<file path="config.mk">
export PLATFORM = sky130hd
export DESIGN_NAME = gt_load_sequencer
export DESIGN_NICKNAME = d
export VERILOG_FILES = /design/src/rtl/gt_load_sequencer.sv
export SDC_FILE = /design/constraint.sdc
export NUM_CORES = 1
export LEC_CHECK = 0
export CAP_MARGIN = 10
export CELL_PAD_IN_SITES_DETAIL_PLACEMENT = 1
export CELL_PAD_IN_SITES_GLOBAL_PLACEMENT = 2
export CORE_MARGIN = 3
export CORE_UTILIZATION = 28
export DETAILED_ROUTE_END_ITERATION = 6
export GPL_TIMING_DRIVEN = 0
export PLACE_DENSITY_LB_ADDON = 0.1
export SYNTH_ARGS = -nofsm -noshare
export SYNTH_HDL_FRONTEND = slang
export SYNTH_SLANG_ARGS = --single-unit
</file>
<file path="constraint.sdc">
create_clock -name ps_clk -period 2.65 [get_ports ps_clk]
set_input_delay 0.53 -clock ps_clk [delete_from_list [all_inputs] [get_ports ps_clk]]
set_output_delay 0.53 -clock ps_clk [all_outputs]
set_load 0.05 [all_outputs]
</file>
<file path="src/rtl/gt_load_sequencer.sv">
// Register-domain sequencer for the GT transmit datapath: reset lanes, stream
// waveform words into each enabled lane's SRAM, arm, then fire one start pulse.
module gt_load_sequencer #(
    parameter int NUM_LANES  = 6,
    parameter int ADDR_W     = 8,
    parameter int RST_CYCLES = 16,
    parameter int ARM_CYCLES = 4
) (
    input  logic                 ps_clk,
    input  logic                 ps_rstb,
    input  logic                 cmd_go,
    input  logic                 cmd_abort,
    input  logic [NUM_LANES-1:0] cmd_lane_mask,
    input  logic [ADDR_W-1:0]    cmd_cap,
    input  logic [31:0]          s_tdata,
    input  logic                 s_tvalid,
    output logic                 s_tready,
    output logic [2:0]           ram_lane,
    output logic [ADDR_W-1:0]    ram_addr,
    output logic [31:0]          ram_data,
    output logic                 ram_we,
    output logic                 gt_reset,
    output logic                 gt_start,
    output logic                 busy,
    output logic                 done,
    output logic                 err
);

    typedef enum logic [2:0] {
        ST_IDLE  = 3'd0,
        ST_RESET = 3'd1,
        ST_LOAD  = 3'd2,
        ST_ARM   = 3'd3,
        ST_START = 3'd4,
        ST_FIN   = 3'd5
    } state_t;

    state_t                state_r;
    logic [NUM_LANES-1:0]  mask_r;
    logic [ADDR_W-1:0]     cap_r;
    logic [ADDR_W-1:0]     addr_r;
    logic [2:0]            lane_r;
    logic [15:0]           phase_cnt_r;

    logic [3:0]            first_lane_s;
    logic [3:0]            next_lane_s;
    logic                  cmd_ok_s;
    logic                  addr_wrap_s;
    logic                  last_word_s;
    logic                  hs_s;

    // Lowest enabled lane at index >= from; bit 3 set means no such lane.
    function automatic logic [3:0] find_lane(input logic [NUM_LANES-1:0] mask,
                                             input logic [3:0] from);
        logic [3:0] res;
        res = 4'b1000;
        for (int i = NUM_LANES - 1; i >= 0; i--) begin
            if (mask[i] && (4'(i) >= from)) begin
                res = 4'(i);
            end
        end
        return res;
    endfunction

    // Lane search, word-boundary detection and stream handshake.
    always_comb begin
        first_lane_s = find_lane(cmd_lane_mask, 4'd0);
        next_lane_s  = find_lane(mask_r, {1'b0, lane_r} + 4'd1);
        cmd_ok_s     = !first_lane_s[3] && (cmd_cap != {ADDR_W{1'b0}});
        addr_wrap_s  = (addr_r == (cap_r - ADDR_W'(1)));
        last_word_s  = addr_wrap_s && next_lane_s[3];
        hs_s         = s_tvalid && s_tready;
    end

    // Sequencer FSM with all outputs registered; abort overrides every busy state.
    always_ff @(posedge ps_clk or negedge ps_rstb) begin
        if (!ps_rstb) begin
            state_r     <= ST_IDLE;
            mask_r      <= {NUM_LANES{1'b0}};
            cap_r       <= {ADDR_W{1'b0}};
            addr_r      <= {ADDR_W{1'b0}};
            lane_r      <= 3'd0;
            phase_cnt_r <= 16'd0;
            s_tready    <= 1'b0;
            ram_lane    <= 3'd0;
            ram_addr    <= {ADDR_W{1'b0}};
            ram_data    <= 32'd0;
            ram_we      <= 1'b0;
            gt_reset    <= 1'b0;
            gt_start    <= 1'b0;
            busy        <= 1'b0;
            done        <= 1'b0;
            err         <= 1'b0;
        end else begin
            ram_we   <= 1'b0;
            gt_start <= 1'b0;
            done     <= 1'b0;
            err      <= 1'b0;
            if (cmd_abort && (state_r != ST_IDLE)) begin
                // A word accepted on this edge is dropped: ram_we stays low.
                state_r  <= ST_IDLE;
                busy     <= 1'b0;
                s_tready <= 1'b0;
                gt_reset <= 1'b0;
                err      <= 1'b1;
            end else begin
                case (state_r)
                    ST_IDLE: begin
                        if (cmd_go) begin
                            if (cmd_ok_s) begin
                                mask_r      <= cmd_lane_mask;
                                cap_r       <= cmd_cap;
                                lane_r      <= first_lane_s[2:0];
                                addr_r      <= {ADDR_W{1'b0}};
                                phase_cnt_r <= 16'd0;
                                state_r     <= ST_RESET;
                                busy        <= 1'b1;
                                gt_reset    <= 1'b1;
                            end else begin
                                err <= 1'b1;
                            end
                        end
                    end
                    ST_RESET: begin
                        if (phase_cnt_r == 16'(RST_CYCLES - 1)) begin
                            state_r  <= ST_LOAD;
                            gt_reset <= 1'b0;
                            s_tready <= 1'b1;
                        end else begin
                            phase_cnt_r <= phase_cnt_r + 16'd1;
                        end
                    end
                    ST_LOAD: begin
                        if (hs_s) begin
                            ram_we   <= 1'b1;
                            ram_lane <= lane_r;
                            ram_addr <= addr_r;
                            ram_data <= s_tdata;
                            if (last_word_s) begin
                                s_tready    <= 1'b0;
                                phase_cnt_r <= 16'd0;
                                state_r     <= ST_ARM;
                            end else if (addr_wrap_s) begin
                                addr_r <= {ADDR_W{1'b0}};
                                lane_r <= next_lane_s[2:0];
                            end else begin
                                addr_r <= addr_r + ADDR_W'(1);
                            end
                        end
                    end
                    ST_ARM: begin
                        // The arm window starts with the final ram_we cycle.
                        if (phase_cnt_r == 16'(ARM_CYCLES - 1)) begin
                            state_r  <= ST_START;
                            gt_start <= 1'b1;
                        end else begin
                            phase_cnt_r <= phase_cnt_r + 16'd1;
                        end
                    end
                    ST_START: begin
                        state_r <= ST_FIN;
                        done    <= 1'b1;
                    end
                    ST_FIN: begin
                        state_r <= ST_IDLE;
                        busy    <= 1'b0;
                    end
                    default: begin
                        state_r  <= ST_IDLE;
                        busy     <= 1'b0;
                        s_tready <= 1'b0;
                        gt_reset <= 1'b0;
                    end
                endcase
            end
        end
    end

endmodule

</file>
==> flow_summary.yaml <==
sta:
  slew-limit-headroom_pct: 60.4
  max_freq_ghz: 0.388
  period_share_pct: 97.3
  tns_ns: 0
  fin_ws_ns: 0.0714
  clock_skew_ns: 0.00703
  slew_viol_final: 0
  finalCriticalPeriod_ns: 2.58
  worst_slew_pin_slew_ns: 0.590
  hold_violations: 0
  finalSetupViolations: 0
die:
  die_height_um: 135
  num_io_pins: 101
  rows: 46
  fp.dieW_um: 135
  start_util_pct: 29.1
  core-area_um2: 16100
  dieArea_um2: 18300
job:
  maxCapViolCount: 0
power_and_ir_drop:
  p_leak_nw: 2.98
  p_total_w: 0.00508
  p_per_area_nw_per_um2: 758
  irDropWorstVdd_mv: 0.415
detailed_routing:
  avgViaCountPerCell: 4.93
  drt-initial-drc-count: 156
  ant_nets: 0
  vias: 4233
  drc_errors: 0
  drt_first_pass_iters: 4
  wirelength_um: 14300
  routedWlPerCell_um: 16.6
layout:
  fin_util_pct: 41.6
  nets: 694
  fin_cells: 859
  area_delta_synth_final_pct: 43.0
  fill_cells: 1858
  drive_gt1_share_pct: 16.3
  antenna_cells: 0
synth:
  synth_largest_area_cell: "dfrtp_1"
  synth_nets: 560
  yosysSeqAreaShare_pct: 50.2
  syn_area_per_cell_um2: 9.28
  ys_seq_elements: 94
  ys_top_cells_by_area: "dfrtp_1 50%, nand2_1 13%, mux2_2 4.1%, a22o_1 2.8%, o21ai_0 1.9%"
  synth_most_common_cell: "nand2_1"
  synth_common_cells: "160 x nand2_1, 94 x dfrtp_1, 18 x o21ai_0"
  ys_async_sr_fraction_pct: 100
  synth.top_cell.area_share_pct: 50.2
  synth.distinct_cells: 57
  yosys_warnings: 0
  netlist_instances: 505
  ys.flop_type: "dfrtp_1"
  synth_enable_flop_cells: 0
  syn_area_um2: 4690
setup_path:
  worstPathArrival_ns: 2.84
  crit_slowest_cell: "dfrtp_2"
  worstSetupPathType: "flop to flop"
  cpLargestDelayFamily: "compound AO/OA/AOI/OAI gates"
  crit_path_max_incr_delay_ns: 0.43
  crit_buf_inv: 5
  crit_chain: "buf_6, buf_4, nor4b_4, xnor2_1, a2111o_1, buf_6, buf_4, o41ai_4, buf_6, o21ai_1, a21oi_1"
  crit_top_cell: "buf_6"
  required_ns: 2.91
  critical_path.max_fanout: 8
  critPathCaptureType: "flop"
  start_kind: "flop"
min_path:
  min_path_type: "input port to asynchronous set/reset pin"
cts:
  clkSlewWorstSetupHoldPaths_ns: 0.07
  root_buffer: "clkbuf_16"
  cts_sinks: 94
  hold_buffers: 0
  clock_path_buffers: 2
  ctsHtreeMaxLevel: 3
  cts_made_buffers: 9
  cts_tree: "done"
  clock_latency_ns: 0.34
global_route:
  antenna_found_initial: 0
  grt_pass1_wl_um: 23100
  grtUsageTotal_pct: 15.9
  grt_overflow: 0
  grt_pass1_vias: 4436
  grt_max_degree: 59
placement:
  gp_congestion: 0.801
  hpwl_um: 10000
  place_ws_ns: -0.718
  port_buffers: 100
  dpl.cell_count: 822
outcome:
  status: "finished, final reports clean"
[layout by cell type (no fill, tap or decap), types with 6 or more instances in the layout]
master and count:
o21ai_0 15, inv_1 10, a21oi_1 16, buf_4 22, clkbuf_16 9, xor2_1 7
dfrtp_1 89, xnor2_1 6, nand3_1 11, nor2_1 17, nand4_1 6, clkbuf_1 10
mux2_2 17, clkdlybuf4s50_1 99, nand2_1 160, a22o_1 15, o31ai_1 8, nor3_1 10
or3_1 9
[path summary, 6_finish.rpt]
path,from,endpoint,slack (ns),cells after the start
worst min register to register,ram_addr[7]$_DFFE_PN0P_,ram_addr[7]$_DFFE_PN0P_,0.48,2
min in group ps_clk,ram_addr[7]$_DFFE_PN0P_,ram_addr[7]$_DFFE_PN0P_,0.48,2
worst min-delay path,ps_rstb,ram_we$_DFF_PN0_,0.16,1
worst max register to register,cap_r[0]$_DFFE_PN0P_,addr_r[7]$_DFFE_PN0P_,0.07,11
max in group asynchronous,ps_rstb,lane_r[0]$_DFFE_PN0P_,1.80,2
worst max-delay path,cap_r[0]$_DFFE_PN0P_,addr_r[7]$_DFFE_PN0P_,0.07,11
[worst register-to-register path, stage by stage, from the launching register on]
cell	delay, ns
dfrtp_2	0.43
buf_6	0.13
buf_4	0.14
nor4b_4	0.25
xnor2_1	0.10
a2111o_1	0.39
buf_6	0.17
buf_4	0.13
o41ai_4	0.33
buf_6	0.18
o21ai_1	0.09
a21oi_1	0.16
[routing by layer]
layer  track usage [%]  part of all wire [%]  vias up
met5                 0                     0        -
met4              4.54                   1.3        0
met3              4.12                   3.9       10
met2              25.5                    47       83
met1              21.3                    48     2121
li1                  -                     -     2019
[repair_timing]
item                       4_1_cts  5_1_grt
gates resized for setup         21       30
setup endpoints to repair       32       26
pin swaps                        6       14
buffers inserted                10       13
[cell families after synthesis]
logic type / count (synthesis) / synth area share (%)
xor+xnor: 13 / 2.43
compound gates: 89 / 13.3
simple gates: 247 / 23.9
fa+ha+maj: 5 / 1.28
mux: 24 / 5.98
buf+inv: 33 / 2.91
flops: 94 / 50.2
[state kept, by name (all words and copies together) (netlist names)]
name,flops
mask_r,6
done,1
err,1
ram_data,32
phase_cnt_r,16
lane_r,3
gt_reset,1
s_tready,1
ram_we,1
state_r,3
addr_r,8
ram_lane,3
ram_addr,8
gt_start,1
cap_r,8
busy,1
[per-stage QoR]
stage / instance area [µm²] / hold WS (ns)
6_report: 6700 / 0.161
5_1_grt: 6700 / 0.199
4_1_cts: 6490 / 0.170
3_5_place_dp: 5980 / 0.466
3_3_place_gp: 5960 / 0.457
2_1_floorplan: 4690 / 0.234
[where the power goes]
part / total, W / switching [W] / internal (W) / leakage, nW
logic: 0.00175 / 0.000918 / 0.000832 / 1.55
registers: 0.00185 / 0.000218 / 0.00163 / 1.26
clock network: 0.00148 / 0.000543 / 0.000942 / 0.166
[area by class of cell]
type | instances | area (µm²) | share of cell area (%)
clock buffer | 11 | 243 | 3.62
sequential | 94 | 2360 | 35.2
clock inverter | 4 | 95.1 | 1.42
tap | 216 | 270 | 4.03
multi-input combinational | 378 | 2380 | 35.4
inverter | 13 | 56.3 | 0.840
buffer | 19 | 93.8 | 1.40
timing repair buffer | 124 | 1210 | 18.1
Power figures use the tool's default switching activity.
